==> config.mk <==
export PLATFORM = sky130hd
export DESIGN_NAME = pc_fetch_stage
export DESIGN_NICKNAME = d
export VERILOG_FILES = /design/src/rtl/pc_fetch_stage.sv
export SDC_FILE = /design/constraint.sdc
export NUM_CORES = 1
export LEC_CHECK = 0
export CAP_MARGIN = 20
export CORE_MARGIN = 5
export CORE_UTILIZATION = 25
export CTS_CLUSTER_SIZE = 20
export DETAILED_ROUTE_END_ITERATION = 8
export HOLD_SLACK_MARGIN = 0.12
export PLACE_DENSITY = 0.44
export REMOVE_ABC_BUFFERS = 1
export SETUP_SLACK_MARGIN = 0.05
export SLEW_MARGIN = 20
export SYNTH_ARGS = -nofsm -noshare
export SYNTH_HDL_FRONTEND = slang
export SYNTH_SLANG_ARGS = --single-unit
==> constraint.sdc <==
create_clock -name clk -period 4.6 [get_ports clk]
set_clock_uncertainty 0.05 [all_clocks]
set_input_delay 0.69 -clock clk [delete_from_list [all_inputs] [get_ports clk]]
set_output_delay 0.69 -clock clk [all_outputs]
set_load 0.01 [all_outputs]
==> src/rtl/pc_fetch_stage.sv <==
// rtl/pc_fetch_stage.sv - PC register, imem fetch handshake, skid buffer and IF/ID register
module pc_fetch_stage #(
  parameter logic [31:0] RESET_PC = 32'h0000_0000,
  parameter int          XLEN     = 32
) (
  input  logic            clk,
  input  logic            reset_n,
  input  logic [1:0]      pc_sel,
  input  logic [XLEN-1:0] branch_target,
  input  logic [XLEN-1:0] jalr_target,
  input  logic [XLEN-1:0] jal_target,
  input  logic            flush_if_id,
  input  logic            stall,
  output logic            imem_req,
  output logic [XLEN-1:0] imem_addr,
  input  logic            imem_ready,
  input  logic [XLEN-1:0] imem_rdata,
  output logic [XLEN-1:0] if_id_pc,
  output logic [XLEN-1:0] if_id_instr,
  output logic            if_id_valid
);

  logic [XLEN-1:0] r_pc;
  logic            r_run;
  logic            r_outstanding;
  logic            r_skid_valid;
  logic [XLEN-1:0] r_skid_pc;
  logic [XLEN-1:0] r_skid_instr;
  logic            r_drop_pending;
  logic [XLEN-1:0] r_pend_pc;
  logic [XLEN-1:0] r_if_id_pc;
  logic [XLEN-1:0] r_if_id_instr;
  logic            r_if_id_valid;

  logic            w_req;
  logic            w_accept;
  logic            w_in_flight;
  logic            w_redirect;
  logic            w_keep_word;
  logic [XLEN-1:0] w_target;
  logic [XLEN-1:0] w_pc_plus4;
  logic [XLEN-1:0] w_jalr_aligned;

  // A request stays up while outstanding even under stall; a full skid blocks new fetches.
  assign w_req          = r_run & ~r_skid_valid & (r_outstanding | ~stall);
  assign w_accept       = w_req & imem_ready;
  // Request visible this cycle but not taken: address must not move under it.
  assign w_in_flight    = w_req & ~imem_ready;
  assign w_redirect     = (pc_sel != 2'b11);
  // Accepted word is only kept when it is on the architectural path.
  assign w_keep_word    = w_accept & ~w_redirect & ~r_drop_pending;
  assign w_pc_plus4     = r_pc + 32'd4;
  assign w_jalr_aligned = jalr_target & ~{{(XLEN-1){1'b0}}, 1'b1};

  // Select the redirect target from the branch/jump unit.
  always_comb begin
    w_target = branch_target;
    case (pc_sel)
      2'b00:   w_target = branch_target;
      2'b01:   w_target = w_jalr_aligned;
      2'b10:   w_target = jal_target;
      default: w_target = branch_target;
    endcase
  end

  // PC, run, outstanding and pending-redirect tracking.
  always_ff @(posedge clk or negedge reset_n) begin
    if (!reset_n) begin
      r_pc           <= RESET_PC;
      r_run          <= 1'b0;
      r_outstanding  <= 1'b0;
      r_drop_pending <= 1'b0;
      r_pend_pc      <= '0;
    end else begin
      r_run         <= 1'b1;
      r_outstanding <= w_in_flight;
      if (w_redirect) begin
        if (w_in_flight) begin
          // Newest target wins; it is applied when the in-flight fetch returns.
          r_pend_pc      <= w_target;
          r_drop_pending <= 1'b1;
        end else begin
          r_pc           <= w_target;
          r_drop_pending <= 1'b0;
        end
      end else if (w_accept) begin
        r_pc           <= r_drop_pending ? r_pend_pc : w_pc_plus4;
        r_drop_pending <= 1'b0;
      end
    end
  end

  // Skid buffer and IF/ID register; flush beats stall and any load.
  always_ff @(posedge clk or negedge reset_n) begin
    if (!reset_n) begin
      r_skid_valid  <= 1'b0;
      r_skid_pc     <= '0;
      r_skid_instr  <= '0;
      r_if_id_valid <= 1'b0;
      r_if_id_pc    <= '0;
      r_if_id_instr <= '0;
    end else begin
      if (flush_if_id || (w_redirect && !w_in_flight)) begin
        r_skid_valid <= 1'b0;
      end else if (w_keep_word && stall) begin
        r_skid_valid <= 1'b1;
        r_skid_pc    <= r_pc;
        r_skid_instr <= imem_rdata;
      end else if (!stall && r_skid_valid) begin
        r_skid_valid <= 1'b0;
      end

      if (flush_if_id) begin
        r_if_id_valid <= 1'b0;
      end else if (!stall) begin
        if (r_skid_valid && !w_redirect) begin
          r_if_id_valid <= 1'b1;
          r_if_id_pc    <= r_skid_pc;
          r_if_id_instr <= r_skid_instr;
        end else if (w_keep_word) begin
          r_if_id_valid <= 1'b1;
          r_if_id_pc    <= r_pc;
          r_if_id_instr <= imem_rdata;
        end else begin
          r_if_id_valid <= 1'b0;
        end
      end
    end
  end

  assign imem_req    = w_req;
  assign imem_addr   = r_pc;
  assign if_id_pc    = r_if_id_pc;
  assign if_id_instr = r_if_id_instr;
  assign if_id_valid = r_if_id_valid;

endmodule

# Word-level counts from Yosys, hierarchy flattened
# Index checks and enable logic that the tools add are counted.
# word_totals
ff_bits	197
in_bits	135
elab_cells	65
# classes
add_sub_neg	1
n_eq_ne	5
mux	19
bitwise	14
n_reduce_logical	15
# op_table
cell	n
$mux W32	8
$pmux W32 S2	1
$add A32 B3 Y32 const B	1
$mux W1	10
$not A1 Y1	7
$and A1 B1 Y1	6
$ne A2 B2 Y1 const B	3
$reduce_and A2 Y1	3
$logic_and A1 B1 Y1	4
$reduce_bool A2 Y1	2
$logic_not A1 Y1	3
$reduce_and A3 Y1	1
$reduce_bool A3 Y1	1
$eq A2 B1 Y1 const B	1
$eq A2 B2 Y1 const B	1
$logic_or A1 B1 Y1	1
$or A1 B1 Y1	1

# Depth between registers and ports, before layout
# depth
ltp_word	10
depth_mapped	10
depth_no_buf	7

# Worst setup path after synthesis
# Ideal clock, no wire load.
# synth_path
path_type	input port to flip-flop
from	input port pc_sel[0]
to	register r_skid_pc[10]
setup_ns	0.125
t_arrival_ns	2.152
setup_slack_ns	2.273
cell_stages	7
cell_sequence	ha_1 -> buf_4 -> and2b_1 -> nand4_2 -> nor3_4 -> buf_2 -> mux2_2
# synth_via
elab_chain_cells	6
# synth_rtl
element	line	rtl
start: declaration	8	input logic [1:0] pc_sel,
$ne A2 B2 Y1 (*)	49	assign w_redirect = (pc_sel != 2'b11);
$not A1 Y1	51	assign w_keep_word = w_accept & ~w_redirect & ~r_drop_pending;
$and A1 B1 Y1 (2 in series)	51	
$logic_and A1 B1 Y1	105	end else if (w_keep_word && stall) begin
$reduce_and A2 Y1 (no line) (*)	-	
end signal: assignment	107	r_skid_pc <= r_pc;
end: declaration	27	logic [XLEN-1:0] r_skid_pc;
# Mark *: on every way between the ends. The rest lies on a longest branch, timed or not.
# A chain may end at the register's enable or synchronous reset.

# Worst setup path in the final report
# layout_path
from	input port pc_sel[0]
to	register r_pc[27], in the netlist imem_addr[27]
# layout_via
elab_chain_cells	4
# layout_rtl
element	line	rtl
$eq A2 B2 Y1 / $eq A2 B1 Y1 (equally long branches)	58	case (pc_sel)
$pmux W32 S2	58	
$mux W32	78	if (w_in_flight) begin
$mux W32	77	if (w_redirect) begin
end signal: assignment	83	r_pc <= w_target;
end signal: assignment	87	r_pc <= r_drop_pending ? r_pend_pc : w_pc_plus4;
end: declaration	23	logic [XLEN-1:0] r_pc;
# Parallel ways exist; a longest one is shown, timed or not. The select of a mux whose other input is x is not followed.

==> flow_summary_export.csv <==
group,metric,value,unit
status,status,"finished clean",
clock_network,cts-buffers-inserted,17,
synth,synth_cell_types,63,
power_and_ir_drop,power_density,390,mW/mm²
final_layout,area_delta_synth_final,37.2,%
critical_path,slowest_stage,"ha_1",
detailed_routing,wl_met2,13.3,mm
timing,hold_viol_final,0,
job,drv_cap,0,
critical_path,crit_chain,"clkdlybuf4s50_1 -> inv_1 -> ha_1 -> inv_1 -> o21ai_0 -> a2bb2oi_1 -> o41ai_2 -> a22o_1",
final_layout,fin_cells,1642,
floorplan,die-height,206,µm
synth,async_reset_ff_share,100,%
timing,fin_ws,1590,ps
synth,synth-seq-cells,197,
critical_path,cpPeakStageDelay,550,ps
final_layout,fin_util,34.8,%
synth,postSynthAreaPerCell,10.4,µm²
floorplan,die-area,0.0424,mm²
place,place_inst,1610,
timing,final_max_slew_viol_count,0,
place,numPortBuffers,231,
worst_hold_path,worst_hold_path_type,"input pin to asynchronous set/reset pin",
timing,rsz0062_at_grt,"no",
clock_network,clk_pin_slew,70,ps
floorplan,core-area,0.0378,mm²
floorplan,rows,71,
detailed_routing,wl_per_cell,18.1,µm
timing,fmax,333,MHz
timing,worst_slew_pin_slew,799,ps
final_layout,antenna_cells,0,
place,gp_congestion,0.819,
timing,period_share,65.3,%
critical_path,crit_required,4880,ps
power_and_ir_drop,p_leak,5.99,nW
detailed_routing,firstDrtPassIters,5,
detailed_routing,top_layer,"met4",
global_route,overflow,0,
global_route,grt_pass1_wl,46.8,mm
synth,synthXorXnorAreaFrac,0,%
power_and_ir_drop,peakVddDrop,0.000195,V
detailed_routing,ant_nets,0,
detailed_routing,dr_wl_met3,1.64,mm
synth,yosys.area.top_type,"dfrtp_1",
clock_network,root_buffer,"clkbuf_16",
synth,yosys.area.top_type_share,51.4,%
synth,synth_seq_area_share,51.4,%
timing,setup_violations,0,
floorplan,die_w,206,µm
detailed_routing,drt_wl_total,29.7,mm
synth,synth_area_leaders,"dfrtp_1 (51%), o21ai_0 (8.1%), mux2_2 (7.4%), mux2i_1 (7.0%), nand2_1 (4.9%)",
floorplan,io_pins,233,
synth,synth_compound_area_share,17.9,%
synth,synth_area,0.00959,mm²
global_route,grt_max_degree,98,
timing,fin_crit,3010,ps
critical_path,cp_max_fo,18,
clock_network,clock_latency,440,ps
synth,synth_top_family_by_area,"compound AO/OA/AOI/OAI gates",
final_layout,final_nets,1257,
detailed_routing,vias_per_cell,4.70,
timing,slew_headroom,46.7,%
clock_network,cts_tree,"yes",
critical_path,endpoint_kind,"flop",
detailed_routing,drc,0,
synth,synth_ff_type,"dfrtp_1",
synth,synth_commonest_cells,"dfrtp_1 (197), o21ai_0 (155), nand2_1 (126)",
detailed_routing,drt_iter0_markers,389,
clock_network,htreeDepth,4,
synth,synth_edf_count,0,
clock_network,cts_resized,0,
synth,synthAdderAreaFrac,0.522,%
final_layout,drive_gt1_share,11.7,%
place,dpl.hpwl,20.6,mm
timing,worst_hold_slack,227,ps
clock_network,cts_sinks,197,
critical_path,cp.arrival,3280,ps
synth,yosysMostFrequentCell,"dfrtp_1",
synth,synthSimpleGateAreaFrac,11.5,%
place,pre_cts_ws,1120,ps
global_route,grt_pass1_vias,7833,
critical_path,crit_top_cell,"inv_1",
synth,synthMuxAreaShare,15.1,%
detailed_routing,met1Wirelength,14.1,mm
global_route,antenna_found_initial,0,
clock_network,ctsHoldBuffers,0,
critical_path,crit_type,"input pin to flop",
clock_network,cts_max_path_buffers,2,
detailed_routing,vias,7713,
clock_network,cts_setup_buffers,0,
global_route,track_usage,14.3,%
synth,synthCells,922,
critical_path,cp-start-kind,"input pin",
floorplan,start_util,25.4,%
synth,ys_warn_count,0,
## cell type report
type                       count  area, µm²
fill                        3827      24600
sequential                   197       4930
multi-input combinational    643       4340
timing repair buffer         251       2520
tap                          511        639
clock buffer                  24        512
clock inverter                 8        190
inverter                       8       30.0
## worst max-delay path, delay by kind of cell
kind            cells  cell delay [ps]
compound gates      4             1100
buf+inv             3              940
fa+ha+maj           1              550
## power breakdown
| group | total, W | internal [W] | switching, W | leakage, nW |
|---|---|---|---|---|
| registers | 0.00227 | 0.00201 | 0.000262 | 2.59 |
| clock network | 0.00178 | 0.00111 | 0.000668 | 0.346 |
| logic | 0.00108 | 0.000592 | 0.000489 | 3.05 |
| total | 0.00512 | 0.00371 | 0.00142 | 5.99 |
## logic make-up (layout without fill, tap and decap cells)
| group | after synthesis | in the layout |
|---|---|---|
| compound gates | 272 | 272 |
| fa+ha+maj | 4 | 4 |
| buf+inv | 82 | 291 |
| flops | 197 | 197 |
| mux | 136 | 136 |
| other cells | 1 | 1 |
| simple gates | 230 | 230 |
## layer usage
metal  vias to the layer above  GRT usage, %
met5                         -             0
met4                         0          4.94
met3                        28          3.39
met2                       241          21.7
met1                      3696          20.0
li1                       3748             -
## path summary, 6_finish.rpt
kind | start | to | slack, ps | cells past startpoint
max | pc_sel[0] | imem_addr[27] | 1590 | 8
min | reset_n | r_skid_instr[19] | 230 | 1
max reg2reg | imem_addr[6] | imem_addr[31] | 2230 | 5
min reg2reg | if_id_instr[1] | if_id_instr[1] | 430 | 2
max in group asynchronous | reset_n | r_pend_pc[31] | 3350 | 2
min in group clk | if_id_instr[1] | if_id_instr[1] | 430 | 2
## sequential cells by signal (all words and copies together) (netlist names)
name,count
r_run,1
if_id_pc,32
r_skid_valid,1
if_id_valid,1
r_skid_instr,32
r_outstanding,1
r_pend_pc,32
r_drop_pending,1
imem_addr,32
if_id_instr,32
r_skid_pc,32
## metrics by stage
stage | cell area [µm²] | power, W | TNS [ps]
global placement | 12500 | 0.00339 | 0
CTS | 13200 | 0.00522 | 0
floorplan | 9280 | 0.00272 | -69760
global route | 13200 | 0.00542 | 0
detailed placement | 12500 | 0.00341 | 0
finish | 13200 | 0.00512 | 0
## layout by cell type (no fill, tap or decap), types with 5 or more instances in the layout
| cell type | netlist | routed |
|---|---|---|
| a211oi_1 | 5 | 5 |
| a21oi_1 | 16 | 16 |
| a221o_1 | 27 | 27 |
| a221oi_1 | 5 | 5 |
| a22o_1 | 9 | 9 |
| a31oi_1 | 6 | 6 |
| and2_1 | 5 | 5 |
| and3_1 | 9 | 9 |
| buf_4 | 1 | 16 |
| bufinv_16 | 0 | 6 |
| clkbuf_16 | 0 | 17 |
| clkbuf_8 | 0 | 6 |
| clkdlybuf4s50_1 | 0 | 230 |
| dfrtp_1 | 197 | 197 |
| inv_1 | 7 | 7 |
| mux2_1 | 6 | 6 |
| mux2_2 | 63 | 63 |
| mux2i_1 | 67 | 67 |
| nand2_1 | 126 | 125 |
| nand3_1 | 18 | 18 |
| nand4_1 | 8 | 8 |
| nor2_1 | 28 | 28 |
| nor3_1 | 11 | 11 |
| o21ai_0 | 155 | 155 |
| o21ai_1 | 9 | 8 |
| o31ai_1 | 5 | 5 |
No activity file was read; power rests on OpenSTA's default activity.
